$ cat src/rtl/pc_fetch_ctrl_if.sv
// Fetch-control bundle: redirect, stall, interrupt and config-register signals.
// master = pipeline/requester side (drives requests, reads pc/flush/int_ack/cfg_rdata).
// slave  = pc_fetch_ctrl side (consumes requests, produces fetch address and pulses).
interface pc_fetch_ctrl_if;
    logic        stall;
    logic        br_valid;
    logic [31:0] br_target;
    logic        eret;
    logic [5:0]  hw_int;
    logic        cfg_we;
    logic [1:0]  cfg_sel;
    logic [31:0] cfg_wdata;
    logic [31:0] cfg_rdata;
    logic [31:0] pc;
    logic        flush;
    logic        int_ack;

    modport master (
        output stall, br_valid, br_target, eret, hw_int,
        output cfg_we, cfg_sel, cfg_wdata,
        input  cfg_rdata, pc, flush, int_ack
    );

    modport slave (
        input  stall, br_valid, br_target, eret, hw_int,
        input  cfg_we, cfg_sel, cfg_wdata,
        output cfg_rdata, pc, flush, int_ack
    );
endinterface

$ cat src/rtl/pc_fetch_ctrl.sv
// Fetch PC sequencer with interrupt entry, eret, branch redirect and SR/EPC/CAUSE registers.
// Latency: pc/flush/int_ack registered, 1 edge per decision; hw_int to entry is 2 edges.
// Backpressure: stall holds pc and drops br_valid (requester re-presents); stall never blocks entry.
// Ports: clk, reset (async active-low), bus (pc_fetch_ctrl_if.slave).
module pc_fetch_ctrl #(
    parameter logic [31:0] RESET_PC   = 32'h0000_3000,
    parameter logic [31:0] HANDLER_PC = 32'h0000_4180
) (
    input  logic           clk,
    input  logic           reset,
    pc_fetch_ctrl_if.slave bus
);

    typedef enum logic {RUN = 1'b0, FLUSH = 1'b1} state_t;

    state_t      state, state_nxt;
    logic [31:0] pc_q, pc_nxt;
    logic [5:0]  sr_im;
    logic        sr_exl, sr_ie;
    logic [29:0] epc_q;
    logic [5:0]  ip_q;
    logic        flush_q, int_ack_q;
    logic        flush_nxt, int_ack_nxt;

    logic pending;
    logic take_int, take_eret, take_br, take_seq;
    logic sr_wr, epc_wr;

    // Pending uses the registered IP copy, giving the fixed 2-edge entry latency.
    assign pending = (|(ip_q & sr_im)) & sr_ie & ~sr_exl;

    // Priority decode, only active in RUN; FLUSH ignores every request.
    assign take_int  = (state == RUN) && pending;
    assign take_eret = (state == RUN) && !pending && bus.eret && sr_exl;
    assign take_br   = (state == RUN) && !pending && !(bus.eret && sr_exl)
                       && !bus.stall && bus.br_valid;
    assign take_seq  = (state == RUN) && !pending && !(bus.eret && sr_exl)
                       && !bus.stall && !bus.br_valid;

    assign sr_wr  = bus.cfg_we && (bus.cfg_sel == 2'd0);
    assign epc_wr = bus.cfg_we && (bus.cfg_sel == 2'd1);

    // State register
    always_ff @(posedge clk or negedge reset) begin
        if (!reset) state <= RUN;
        else        state <= state_nxt;
    end

    // Next-state logic: FLUSH lasts exactly one cycle.
    always_comb begin
        state_nxt = RUN;
        if (state == RUN && (take_int || take_eret))
            state_nxt = FLUSH;
    end

    // Output/datapath decode
    always_comb begin
        pc_nxt      = pc_q;
        flush_nxt   = 1'b0;
        int_ack_nxt = 1'b0;
        if (take_int) begin
            pc_nxt      = HANDLER_PC;
            flush_nxt   = 1'b1;
            int_ack_nxt = 1'b1;
        end else if (take_eret) begin
            pc_nxt    = {epc_q, 2'b00};
            flush_nxt = 1'b1;
        end else if (take_br) begin
            pc_nxt = {bus.br_target[31:2], 2'b00};
        end else if (take_seq) begin
            pc_nxt = pc_q + 32'd4;
        end
    end

    // Datapath registers; a hardware EXL/EPC update overrides a same-cycle software write.
    always_ff @(posedge clk or negedge reset) begin
        if (!reset) begin
            pc_q      <= RESET_PC;
            sr_im     <= '0;
            sr_exl    <= 1'b0;
            sr_ie     <= 1'b0;
            epc_q     <= '0;
            ip_q      <= '0;
            flush_q   <= 1'b0;
            int_ack_q <= 1'b0;
        end else begin
            pc_q      <= pc_nxt;
            ip_q      <= bus.hw_int;
            flush_q   <= flush_nxt;
            int_ack_q <= int_ack_nxt;
            if (sr_wr) begin
                sr_im <= bus.cfg_wdata[15:10];
                sr_ie <= bus.cfg_wdata[0];
            end
            if (take_int)       sr_exl <= 1'b1;
            else if (take_eret) sr_exl <= 1'b0;
            else if (sr_wr)     sr_exl <= bus.cfg_wdata[1];
            if (take_int)       epc_q <= pc_q[31:2];
            else if (epc_wr)    epc_q <= bus.cfg_wdata[31:2];
        end
    end

    // Combinational register read
    always_comb begin
        bus.cfg_rdata = '0;
        case (bus.cfg_sel)
            2'd0:    bus.cfg_rdata = {16'h0, sr_im, 8'h0, sr_exl, sr_ie};
            2'd1:    bus.cfg_rdata = {epc_q, 2'b00};
            2'd2:    bus.cfg_rdata = {16'h0, ip_q, 10'h0};
            default: bus.cfg_rdata = '0;
        endcase
    end

    assign bus.pc      = pc_q;
    assign bus.flush   = flush_q;
    assign bus.int_ack = int_ack_q;

    logic unused_bits;
    assign unused_bits = ^{bus.cfg_wdata[31:16], bus.cfg_wdata[9:2], bus.br_target[1:0]};

endmodule

$ cat src/flat_wrapper.sv
// flat-port wrapper written by rule: the top's interface ports become plain ports
module pc_fetch_ctrl_flat 
#(
    parameter logic [31:0] RESET_PC   = 32'h0000_3000,
    parameter logic [31:0] HANDLER_PC = 32'h0000_4180
)
  (clk, reset, bus_stall, bus_br_valid, bus_br_target, bus_eret, bus_hw_int, bus_cfg_we, bus_cfg_sel, bus_cfg_wdata, bus_cfg_rdata, bus_pc, bus_flush, bus_int_ack);
  pc_fetch_ctrl_if bus_i ();
  input  logic clk;
  input  logic reset;
  input wire logic [$bits(bus_i.stall)-1:0] bus_stall;
  input wire logic [$bits(bus_i.br_valid)-1:0] bus_br_valid;
  input wire logic [$bits(bus_i.br_target)-1:0] bus_br_target;
  input wire logic [$bits(bus_i.eret)-1:0] bus_eret;
  input wire logic [$bits(bus_i.hw_int)-1:0] bus_hw_int;
  input wire logic [$bits(bus_i.cfg_we)-1:0] bus_cfg_we;
  input wire logic [$bits(bus_i.cfg_sel)-1:0] bus_cfg_sel;
  input wire logic [$bits(bus_i.cfg_wdata)-1:0] bus_cfg_wdata;
  output wire logic [$bits(bus_i.cfg_rdata)-1:0] bus_cfg_rdata;
  output wire logic [$bits(bus_i.pc)-1:0] bus_pc;
  output wire logic [$bits(bus_i.flush)-1:0] bus_flush;
  output wire logic [$bits(bus_i.int_ack)-1:0] bus_int_ack;
  assign bus_i.stall = bus_stall;
  assign bus_i.br_valid = bus_br_valid;
  assign bus_i.br_target = bus_br_target;
  assign bus_i.eret = bus_eret;
  assign bus_i.hw_int = bus_hw_int;
  assign bus_i.cfg_we = bus_cfg_we;
  assign bus_i.cfg_sel = bus_cfg_sel;
  assign bus_i.cfg_wdata = bus_cfg_wdata;
  assign bus_cfg_rdata = bus_i.cfg_rdata;
  assign bus_pc = bus_i.pc;
  assign bus_flush = bus_i.flush;
  assign bus_int_ack = bus_i.int_ack;
  pc_fetch_ctrl #(.RESET_PC(RESET_PC), .HANDLER_PC(HANDLER_PC)) u_core (.clk(clk), .reset(reset), .bus(bus_i));
endmodule
$ cat config.mk
export PLATFORM = sky130hd
export DESIGN_NAME = pc_fetch_ctrl_flat
export DESIGN_NICKNAME = d
export VERILOG_FILES = /design/src/rtl/pc_fetch_ctrl_if.sv /design/src/rtl/pc_fetch_ctrl.sv /design/src/flat_wrapper.sv
export SDC_FILE = /design/constraint.sdc
export NUM_CORES = 1
export LEC_CHECK = 0
export CAP_MARGIN = 10
export CORE_MARGIN = 2
export CORE_UTILIZATION = 30
export DETAILED_ROUTE_END_ITERATION = 6
export GPL_ROUTABILITY_DRIVEN = 1
export PLACE_DENSITY = 0.54
export SLEW_MARGIN = 20
export SYNTH_ARGS = -nofsm -noshare
export SYNTH_HDL_FRONTEND = slang
export SYNTH_SLANG_ARGS = --single-unit
$ cat constraint.sdc
create_clock -name clk -period 3.2 [get_ports clk]
set_input_delay 0.96 -clock clk [delete_from_list [all_inputs] [get_ports clk]]
set_output_delay 0.96 -clock clk [all_outputs]
set_load 0.02 [all_outputs]
# After elaboration in Yosys (flattened, before gate mapping)
# Cells that the tools add are included.
# W data, S select, Z words.
dict set report totals {
  latchBits 0
  word_cells 53
  memories 0
  reg_bits 79
  ram_bits 0
  output_inout_bits 66
  in_bits 78
  mem_bits_ro 0
}
dict set report classes {
  div_mod_pow 0
  mul 0
  shift 0
  reduce_logical 22
  muxes 14
  n_eq_ne 2
  bitwise 5
  magnitude_cmp 0
  n_addsub 1
}
# op count
set ops {}
lappend ops {{$mux W32} 4}
lappend ops {{$pmux W32 S3} 1}
lappend ops {{$mux W30} 2}
lappend ops {{$add A32 B3 Y32 const B} 1}
lappend ops {{$logic_and A1 B1 Y1} 12}
lappend ops {{$mux W1} 7}
lappend ops {{$and A6 B6 Y6} 1}
lappend ops {{$reduce_or A6 Y1} 1}
lappend ops {{$logic_not A1 Y1} 4}
lappend ops {{$reduce_bool A4 Y1} 1}
lappend ops {{$reduce_bool A3 Y1} 1}
lappend ops {{$and A1 B1 Y1} 2}
lappend ops {{$eq A2 B1 Y1 const B} 1}
lappend ops {{$eq A2 B2 Y1 const B} 1}
lappend ops {{$logic_not A2 Y1} 1}
lappend ops {{$not A1 Y1} 2}
lappend ops {{$reduce_bool A2 Y1} 1}
lappend ops {{$logic_or A1 B1 Y1} 1}

# Longest topological paths before layout
# Gate-level depths: netlist of run 1.
dict set report logic_depth {
  word_depth 13
  ltp_mapped 8
  mapped_depth_nobuf 6
}

# Worst setup path after synthesis of run 1
# No wires, ideal clock.
dict set report synth_path {
  path_kind {input-to-output}
  startpoint {in bus_cfg_sel[0]}
  endpoint {out bus_cfg_rdata[16]}
  arrival_ps 2112
  setup_slack_ps 128
  n_path_buf 2
  path_stages 4
  required_time_ps 2240
  cell_sequence {clkbuf_1 > nor2b_1 > clkbuf_1 > and2_1}
}
dict set report synth_between {
  elab_chain_cells 2
  elab_cells_between_ends 4
  cone_classes {eq/ne: 2; mux: 1; reduce/logical: 1}
}
# item line_no
set synth_lines {}
lappend synth_lines {{from (decl)} flat_wrapper.sv:17} ;# input wire logic [$bits(bus_i.cfg_sel)-1:0] bus_cfg_sel;
lappend synth_lines {{$eq A2 B2 Y1 (tied with other cells)} pc_fetch_ctrl.sv:106} ;# case (bus.cfg_sel)
lappend synth_lines {{$pmux W32 S3 (*)} pc_fetch_ctrl.sv:106}
lappend synth_lines {{to (decl)} flat_wrapper.sv:19} ;# output wire logic [$bits(bus_i.cfg_rdata)-1:0] bus_cfg_rdata;
# Mark *: on every way between the ends. The rest lies on a longest branch, timed or not.

# Worst setup path after layout of run 1
dict set report layout_path {
  startpoint {in bus_cfg_sel[1]}
  endpoint {out bus_cfg_rdata[1]}
}
# Same word-level chain as after synthesis.

==> flow_summary_export.csv, run 1 <==
group,metric,value,unit
run_status,status,"finished, final reports clean",
floorplanning,placementRows,45,
clocking,tritoncts,"yes",
power,irDropWorstVdd,0.000350,V
clocking,clock_latency,0.34,ns
power,power.density,782,nW/um2
power,power_leakage,0.00286,uW
sta,worstMarginPinSlew,0.561,ns
worst_setup_path,critPathTopFamily,"buffers and inverters",
sta,fin_crit_sh,94.4,%
worst_setup_path,crit_path_frequent_cell,"dlygate4sd2_1",
floorplanning,die_area,16400,um2
logic_synthesis,ys_top_cells_by_area,"dfrtp_1 (41%), mux2i_1 (10%), o21ai_0 (6.8%)",
worst_setup_path,end_kind,"primary output",
logic_synthesis,syn_inst,505,
routing,antenna_left,0,
logic_synthesis,synth_top_area_cell,"dfrtp_1",
worst_hold_path,hp-class,"flip-flop to flip-flop",
logic_synthesis,synth_top_cell_area_share,40.7,%
routing,met1_length,7240,um
finish,final_cells,841,
placed_design,pre_cts_slack,-0.435,ns
sta,max_freq,331,MHz
floorplanning,boundaryPins,144,
global_route,first_global_vias,4471,
logic_synthesis,yosysMostFrequentCell,"dfrtp_1",
clocking,hold_buffers,0,
global_route,grt_usage,19.1,%
logic_synthesis,synth_common_cells,"dfrtp_1 (75), o21ai_0 (63), nand2_1 (52), mux2i_1 (48), clkbuf_1 (33)",
routing,routed-wl-met3,848,um
routing,drcViolationCount,0,
worst_setup_path,cp.arrival,2.06,ns
global_route,antenna_found_initial,0,
sta,holdWs,0.537,ns
floorplanning,core,15100,um2
placed_design,dp_hpwl,11200,um
clocking,clock_sinks,77,
sta,finalSetupViolCount,0,
clocking,htreeDepth,3,
global_route,grt_start_max_net_pins,59,
placed_design,place_inst,822,
sta,drv_slew,0,
routing,top_layer,"met4",
logic_synthesis,postSynthAreaPerCell,9.12,um2
worst_setup_path,slowest_delay,0.33,ns
logic_synthesis,synth-warning-count,0,
logic_synthesis,ys_types,58,
finish,final_nets,727,
logic_synthesis,synth.ff_latch_count,77,
sta,rsz0062_at_grt,"false",
logic_synthesis,synth_ff_type,"dfrtp_1",
finish,syn_to_final_growth,45.2,%
global_route,grt_pass1_wl,24300,um
routing,routed_wl,15400,um
worst_setup_path,required,2.24,ns
sta,min_period,3.02,ns
worst_setup_path,crit_type,"primary input to primary output",
floorplanning,die_x,128,um
logic_synthesis,syn_area,4610,um2
sta,maxSlewHeadroom,62.6,%
routing,met2_length,7130,um
finish,antenna_cells,0,
logic_synthesis,synth_edf_count,0,
clocking,cts_root_buf,"clkbuf_16",
finish,drive_gt1_share,15.6,%
worst_setup_path,cp_max_fo,4,
worst_setup_path,slowest_stage,"dlygate4sd2_1",
worst_setup_path,cp_num_buf_inv,3,
finish,finalInstanceArea,6690,um2
routing,vias_per_cell,5.31,
placed_design,gp_congestion,0.888,
sta,layout_setup_ws,0.178,ns
routing,dr_total_vias,4465,
sta,fin_worst_skew,0.00602,ns
logic_synthesis,async_flop_share,100,%
routing,wire_per_inst,18.3,um
floorplanning,die_h,128,um
clocking,numCtsBuffers,9,
logic_synthesis,ys_seq_area_share,41.9,%
run,cap_violations,0,
sta,hold_violations,0,
floorplanning,initial_core_util,30.5,%
clocking,clock_path_buffers,2,
routing,initialDrtViolationCount,233,
placed_design,port_buffers,139,
clocking,path_clk_slew,0.06,ns
global_route,gr-total-overflow,0,
worst_setup_path,startpoint_type,"primary input",
placed_design,post_dp_cell_area,6340,um2
routing,first_pass_iters,5,
worst_setup_path,crit_chain,"dlygate4sd2_1 > buf_4 > nor2_1 > and2_1 > dlygate4sd2_1",
[flip-flops by register name, summed over array words and instances (netlist names)]
name / count
u_core.sr_exl: 1
u_core.ip_q: 6
u_core.bus.flush: 1
u_core.state: 1
u_core.bus.int_ack: 1
u_core.sr_ie: 1
u_core.epc_q: 30
u_core.sr_im: 6
u_core.bus.pc: 30
[path summary, 6_finish.rpt]
check	startpoint	endpoint	slack (ns)	cells after the start
min reg2reg	u_core.sr_im[2]	u_core.sr_im[2]	0.54	1
max	bus_cfg_sel[1]	bus_cfg_rdata[1]	0.18	5
max reg2reg	u_core.bus.pc[12]	u_core.bus.pc[26]	0.76	5
max in group asynchronous	reset	u_core.epc_q[1]	1.94	2
min	u_core.sr_im[2]	u_core.sr_im[2]	0.54	1
min in group asynchronous	reset	u_core.sr_im[0]	0.59	1
[layout by cell type, fill, tap and decap left out, types with 8 or more instances in the layout]
cell / count
clkdlybuf4s50_1: 104
dfrtp_1: 75
o21ai_0: 63
nand2_1: 51
mux2i_1: 48
and2_1: 29
buf_4: 29
clkdlybuf4s15_2: 23
a22oi_1: 22
nor2_1: 16
nor3_1: 14
nor4_1: 12
nand3_1: 10
o31ai_1: 10
nand4_1: 9
clkbuf_16: 9
inv_1: 8
a21oi_1: 8
[report_power, final]
part,internal (uW),switching [uW]
Clock,703,425
Combinational,1070,1200
Sequential,1360,470
[metal layers]
layer / vias to the layer above / GRT usage, %
li1: 2165 / -
met2: 140 / 30.5
met4: 0 / 5.69
met3: 14 / 3.67
met1: 2146 / 26.3
met5: - / 0
[metrics by stage]
stage	utilization, %	total power (uW)	setup TNS [ns]
3_5_place_dp	42.0	4150	-12.56
4_1_cts	44.2	5260	0
2_1_floorplan	-	3060	0
6_report	44.3	5230	0
3_3_place_gp	42.0	4100	-12.20
5_1_grt	44.3	5590	0
[logic make-up after synthesis]
kind of cell,count (synthesis),share of synthesized area (%)
flops,77,41.9
xor+xnor,11,2.09
fa+ha+maj,1,0.272
mux,54,11.9
buf+inv,49,4.40
compound gates,148,20.8
other cells,1,0.0814
simple gates,164,18.6
[area by class of cell]
cell class / count / area [um2]
Fill cell: 1457 / 8400
Multi-Input combinational cell: 380 / 2500
Sequential cell: 77 / 1930
Timing Repair Buffer: 171 / 1660
Clock buffer: 10 / 239
Tap cell: 188 / 235
Clock inverter: 6 / 86.3
Inverter: 9 / 33.8
[what timing repair did]
item / 4_1_cts / 5_1_grt
endpoints found under the setup margin: 32 / 31
gates cloned: 0 / 0
setup buffers: 0 / 3
endpoints found under the hold margin: 0 / 0
resized for setup: 107 / 3
Note: power is estimated with default switching activity, not from simulation.
==> inputs of run 2 (changes only) <==
--- a/config.mk
+++ b/config.mk
@@ -11,6 +11,7 @@
 export DETAILED_ROUTE_END_ITERATION = 6
 export GPL_ROUTABILITY_DRIVEN = 1
 export PLACE_DENSITY = 0.54
+export RECOVER_POWER = 25
 export SLEW_MARGIN = 20
 export SYNTH_ARGS = -nofsm -noshare
 export SYNTH_HDL_FRONTEND = slang
==> constraint.sdc (replaced) <==
create_clock -name clk -period 3.5 [get_ports clk]
set_input_delay 1.05 -clock clk [delete_from_list [all_inputs] [get_ports clk]]
set_output_delay 1.05 -clock clk [all_outputs]
set_load 0.02 [all_outputs]
==> run 2 against run 1 <==
The run now ends with capacitance limit, slew limit left; clock power shrank 4%; total power shrank 9.0%; critical path depth grew 1; global-route usage grew 0.20 points; non-clock buffer count shrank 14; clock-buffer cell count is the same; sequential share of layout area grew 0.99 points; register-to-register slack gained 0.24 ns; sequential power shrank 8%; critical endpoint is now bus_cfg_rdata[12].
==> flow_summary_export.csv, run 2 (same netlist as run 1, synthesis figures left out) <==
group,metric,value,unit
clocking,cts_setup_buffers,0,
clocking,clock_latency,0.34,ns
global_route,antenna_found_initial,0,
placed_design,port_buffers,139,
floorplanning,die_x,128,um
floorplanning,boundaryPins,144,
clocking,tritoncts,"yes",
worst_setup_path,crit_type,"primary input to primary output",
sta,layout_setup_ws,0.0695,ns
finish,fillers,1514,
placed_design,dp_hpwl,11100,um
finish,fin_util,42.9,%
finish,final_common_cell,"clkdlybuf4s50_1",
power,p_switching,1910,uW
worst_setup_path,cp_max_fo,6,
power,power.internal,2850,uW
global_route,gr-total-overflow,0,
sta,hold_violations,0,
worst_hold_path,min_from,"u_core.sr_im[2]",
sta,rsz0062_at_grt,"true",
sta,fin_worst_skew,0.00842,ns
sta,maxSlewHeadroom,-33.0,%
clocking,numCtsBuffers,9,
placed_design,pre_cts_slack,-0.316,ns
worst_setup_path,startpoint_type,"primary input",
finish,final_nets,713,
finish,finalInstanceArea,6470,um2
routing,wire_per_inst,18.5,um
sta,setup_tns,0,ns
run_status,status,"complete, but fails checks",
routing,first_pass_iters,5,
placed_design,post_dp_cell_area,6250,um2
routing,dr_total_vias,4417,
worst_hold_path,hold_depth,1,
worst_setup_path,end_kind,"primary output",
power,power.density,736,nW/um2
finish,final_cell_mix,"clkdlybuf4s50_1 (100), dfrtp_1 (75), o21ai_0 (63)",
worst_setup_path,reg2reg_from,"u_core.sr_im[0]",
sta,drv_slew,78,
power,irDropWorstVdd,0.000321,V
routing,drcViolationCount,0,
power,power_frac_clock,22.7,%
global_route,grt_start_max_net_pins,78,
placed_design,gp_congestion,0.900,
routing,initialDrtViolationCount,308,
clocking,cts_root_buf,"clkbuf_16",
routing,vias_per_cell,5.34,
worst_hold_path,hp-class,"flip-flop to flip-flop",
sta,max_freq,292,MHz
worst_setup_path,cp.arrival,2.38,ns
routing,antenna_left,0,
power,power_leakage,0.00279,uW
sta,min_period,3.43,ns
sta,worstMarginPinSlew,2.00,ns
global_route,grt_pass1_wl,24500,um
floorplanning,core,15100,um2
clocking,clock_sinks,77,
worst_setup_path,r2r_end,"u_core.bus.pc[8]",
floorplanning,die_h,128,um
finish,antenna_cells,0,
floorplanning,placementRows,45,
run,cap_violations,1,
run_status,violations,"capacitance limit, slew limit",
finish,drive_gt1_share,12.8,%
worst_hold_path,min_to,"u_core.sr_im[2]",
worst_setup_path,r2r_cells,8,
power,switching_share,40.1,%
finish,syn_to_final_growth,40.4,%
floorplanning,initial_core_util,30.5,%
sta,fin_crit_sh,98.0,%
power,p_comb_share,42.0,%
power,seqPwrFrac,35.3,%
clocking,htreeDepth,3,
worst_setup_path,required,2.45,ns
worst_setup_path,r2r_setup_slack,1.00,ns
sta,finalSetupViolCount,0,
clocking,path_clk_slew,0.06,ns
global_route,grt_usage,19.3,%
floorplanning,die_area,16400,um2
global_route,first_global_vias,4450,
clocking,clock_path_buffers,2,
routing,routed_wl,15300,um
==> run 2: cell types whose count changed in the layout (fill, tap and decap cells not counted), sizes merged, moves of 4 or more <==
cell | before | now
clkdlybuf4s15 | 23 | 5
dlygate4sd3 | 0 | 6
clkdlybuf4s50 | 104 | 100
buf | 40 | 18
clkbuf | 10 | 36
==> run 2: timing repair <==
item / 4_1_cts / 5_1_grt
gates cloned: 0 / 0
hold buffers: 0 / 0
gates resized for setup: 33 / 60
endpoints found under the setup margin: 32 / 30
==> run 2: cell type report <==
class | count | area [um2] | share of cell area (%)
clock buffers | 10 | 229 | 3.54
clock inverters | 6 | 111 | 1.72
inverters | 9 | 33.8 | 0.522
multi-input cells | 380 | 2500 | 38.6
flip-flops and latches | 77 | 1930 | 29.8
well taps | 188 | 235 | 3.64
repair buffers | 157 | 1430 | 22.1
==> run 2: how the worst max path moves through the flow <==
| stage | from | to |
|---|---|---|
| 2_1_floorplan | bus_cfg_sel[0] | bus_cfg_rdata[16] |
| 3_3_place_gp | bus_cfg_sel[1] | bus_cfg_rdata[9] |
| 3_5_place_dp | bus_cfg_sel[1] | bus_cfg_rdata[25] |
| 4_1_cts | bus_cfg_sel[1] | bus_cfg_rdata[25] |
| 5_1_grt | bus_cfg_sel[1] | bus_cfg_rdata[12] |
| 6_report | bus_cfg_sel[1] | bus_cfg_rdata[12] |
==> run 2: metrics by stage <==
step	power (uW)	cells	hold slack, ns
finish	4760	827	0.540
global route	5090	827	0.545
CTS	4800	827	0.541
detailed placement	3750	811	0.526
global placement	3700	811	0.519
floorplan	2800	506	0.478
==> run 2: worst max-delay path, stage by stage <==
cell             delay (ns)
clkdlybuf4s50_1        0.58
nor2b_1                0.16
buf_4                  0.15
nand2_1                0.05
o21ai_0                0.07
clkdlybuf4s15_1        0.32
==> run 2: power groups by stage <==
| stage | Sequential (uW) | Clock [uW] | Combinational (uW) |
|---|---|---|---|
| finish | 1680 | 1080 | 2000 |
| global route | 1750 | 1140 | 2210 |
| CTS | 1680 | 1100 | 2030 |
| detailed placement | 1690 | 0 | 2060 |
| global placement | 1680 | 0 | 2020 |
| floorplan | 1690 | 0 | 1100 |
==> run 2: routing by layer <==
metal	track usage (%)	routed length, um	up-vias
met4	5.56	265	0
met1	26.6	7190	2148
met2	30.4	7000	128
li1	-	-	2126
met5	0	0	-
met3	4.26	851	15
==> inputs of run 3 (changes only) <==
--- a/config.mk
+++ b/config.mk
@@ -5,12 +5,13 @@
 export SDC_FILE = /design/constraint.sdc
 export NUM_CORES = 1
 export LEC_CHECK = 0
+export ABC_AREA = 1
 export CAP_MARGIN = 10
 export CORE_MARGIN = 2
 export CORE_UTILIZATION = 30
 export DETAILED_ROUTE_END_ITERATION = 6
 export GPL_ROUTABILITY_DRIVEN = 1
-export PLACE_DENSITY = 0.54
+export PLACE_DENSITY = 0.53
 export RECOVER_POWER = 25
 export SLEW_MARGIN = 20
 export SYNTH_ARGS = -nofsm -noshare
==> run 3 against run 2 <==
The flow still finishes with violations (capacitance limit, slew limit); critical path depth increased by 1; non-clock buffer count increased by 3; wire length increased by 18%; clock-buffer cell count increased by 2; die area increased by 8.4%; largest power group unchanged.
==> flow_summary_export.csv, run 3 <==
group,metric,value,unit
finish,final_cell_mix,"nand2_1 (225), clkdlybuf4s50_1 (100), inv_1 (92)",
logic_synthesis,syn_inst,744,
sta,drv_slew,37,
sta,max_freq,291,MHz
logic_synthesis,synth_common_cells,"nand2_1 (226), inv_1 (93), nand3_1 (89), nor2_1 (81), dfrtp_1 (75)",
run_status,violations,"capacitance limit, slew limit",
placed_design,place_inst,1085,
finish,antenna_cells,0,
worst_setup_path,slowest_stage,"clkdlybuf4s50_1",
logic_synthesis,synth_edf_count,0,
global_route,antenna_found_initial,0,
worst_setup_path,startpoint_type,"primary input",
run_status,status,"complete, but fails checks",
worst_setup_path,crit_path_frequent_cell,"buf_4",
sta,min_period,3.44,ns
worst_setup_path,cp.arrival,2.39,ns
clocking,tritoncts,"yes",
clocking,htreeDepth,3,
finish,drive_gt1_share,7.83,%
logic_synthesis,ys_types,27,
power,power_leakage,0.00324,uW
sta,fin_crit_sh,98.3,%
logic_synthesis,synth_top_cell_area_share,37.5,%
floorplanning,placementRows,47,
sta,hold_violations,0,
logic_synthesis,synth.ff_latch_count,77,
global_route,grt_pass1_wl,29300,um
logic_synthesis,postSynthAreaPerCell,6.73,um2
clocking,cts_setup_buffers,0,
sta,layout_setup_ws,0.0611,ns
logic_synthesis,async_flop_share,100,%
logic_synthesis,synth_ff_type,"dfrtp_1",
logic_synthesis,ys_seq_area_share,38.5,%
finish,syn_to_final_growth,37.2,%
floorplanning,initial_core_util,30.4,%
routing,routed_wl,18000,um
logic_synthesis,syn_area,5010,um2
logic_synthesis,yosysMostFrequentCell,"nand2_1",
logic_synthesis,synth_top_area_cell,"dfrtp_1",
clocking,clock_latency,0.35,ns
floorplanning,die_area,17700,um2
sta,finalSetupViolCount,0,
sta,setup_tns,0,ns
finish,final_nets,955,
placed_design,pre_cts_slack,-0.357,ns
logic_synthesis,ys_top_cells_by_area,"dfrtp_1 (37%), nand2_1 (17%), nand3_1 (8.9%)",
routing,first_pass_iters,5,
finish,final_common_cell,"nand2_1",
global_route,grt_start_max_net_pins,43,
floorplanning,die_x,133,um
global_route,first_global_vias,5306,
routing,vias_per_cell,4.85,
routing,dr_total_vias,5339,
clocking,cts_root_buf,"clkbuf_16",
sta,worstMarginPinSlew,2.08,ns
sta,rsz0062_at_grt,"false",
placed_design,dp_hpwl,13300,um
worst_hold_path,hp-class,"flip-flop to flip-flop",
floorplanning,die_h,133,um
floorplanning,boundaryPins,144,
clocking,clock_path_buffers,2,
run,cap_violations,1,
clocking,clock_sinks,77,
placed_design,gp_congestion,0.931,
worst_setup_path,slowest_delay,0.47,ns
routing,drcViolationCount,0,
power,irDropWorstVdd,0.000365,V
clocking,numCtsBuffers,9,
clocking,path_clk_slew,0.06,ns
routing,antenna_left,0,
placed_design,port_buffers,139,
routing,wire_per_inst,16.3,um
power,power.density,692,nW/um2
sta,fin_worst_skew,0.00931,ns
worst_setup_path,crit_type,"primary input to primary output",
worst_setup_path,required,2.45,ns
floorplanning,core,16500,um2
worst_setup_path,end_kind,"primary output",
global_route,gr-total-overflow,0,
worst_setup_path,crit_chain,"clkdlybuf4s50_1 > buf_4 > nor2_2 > buf_4 > inv_1 > nor2_1 > clkdlybuf4s15_1",
worst_setup_path,cp_max_fo,8,
finish,final_cells,1101,
logic_synthesis,synth-warning-count,0,
sta,maxSlewHeadroom,-38.9,%
global_route,grt_usage,21.0,%
routing,initialDrtViolationCount,333,
## run 3: cell count changes in the layout (fill, tap and decap cells not counted), moves of 26 or more
cell	before	now
nand2_1	51	225
inv_1	8	92
nand3_1	10	88
nor2_1	16	80
o21ai_0	63	8
mux2i_1	48	0
and2_1	29	0
o221ai_1	0	26
## run 3: final cells by class
class,count,area [um2]
clock inverters,4,23.8
well taps,220,275
inverters,96,360
clock buffers,12,246
fillers,1805,9600
flip-flops and latches,77,1930
repair buffers,160,1480
multi-input cells,532,2560
## run 3: through the flow
step	cell area [um2]	total power (uW)	util, %	hold WS, ns
floorplan	5010	2970	-	0.492
global placement	6680	3920	40.5	0.504
detailed placement	6680	3930	40.5	0.513
CTS	6910	4800	42.0	0.523
global route	6870	5150	41.7	0.553
finish	6870	4750	41.7	0.520
## run 3: kinds of logic (layout without fill, tap and decap cells)
group | count (synthesis) | count (layout) | share of synthesized area, %
AOI/OAI and AO/OA | 78 | 78 | 10.4
and+or+nand+nor | 439 | 439 | 37.5
adders and majority gates | 1 | 1 | 0.250
buffers and inverters | 136 | 272 | 10.8
other | 1 | 2 | 0.0749
muxes | 6 | 6 | 1.35
xor gates and xnor gates | 6 | 6 | 1.05
DFF | 77 | 77 | 38.5
## run 3: worst paths after layout
kind	start	endpoint	slack, ns	cells after the start
hold / removal	u_core.bus.pc[13]	u_core.bus.pc[13]	0.52	2
setup / recovery	bus_cfg_sel[0]	bus_cfg_rdata[1]	0.06	7
setup reg to reg	u_core.sr_im[5]	u_core.epc_q[18]	1.42	8
max in group asynchronous	reset	u_core.bus.pc[24]	0.53	2
hold reg to reg	u_core.bus.pc[13]	u_core.bus.pc[13]	0.52	2
min in group asynchronous	reset	u_core.ip_q[0]	1.29	1
## run 3: worst max-delay path, delay by kind of cell
| family | cells | cell delay, ns |
|---|---|---|
| buffers and inverters | 5 | 1.18 |
| and+or+nand+nor | 2 | 0.17 |
## run 3: what timing repair did
item | in CTS | in global routing
setup endpoints to repair | 32 | 30
gates resized for setup | 33 | 28
pin swaps | 0 | 0
hold buffers | 0 | 0
## run 3: report_power, final
group	leakage, uW	total, uW	switching (uW)	internal, uW
clock	0.000136	886	388	498
combinational	0.00214	2360	1480	880
sequential	0.000962	1510	279	1230
total	0.00324	4750	2150	2610
## run 3: layer usage
| metal | track usage (%) | vias to the layer above | part of all wire [%] |
|---|---|---|---|
| li1 | - | 2683 | - |
| met1 | 29.8 | 2496 | 48 |
| met2 | 33.1 | 144 | 46 |
| met3 | 3.01 | 16 | 4.1 |
| met4 | 7.21 | 0 | 1.8 |
| met5 | 0 | - | 0 |
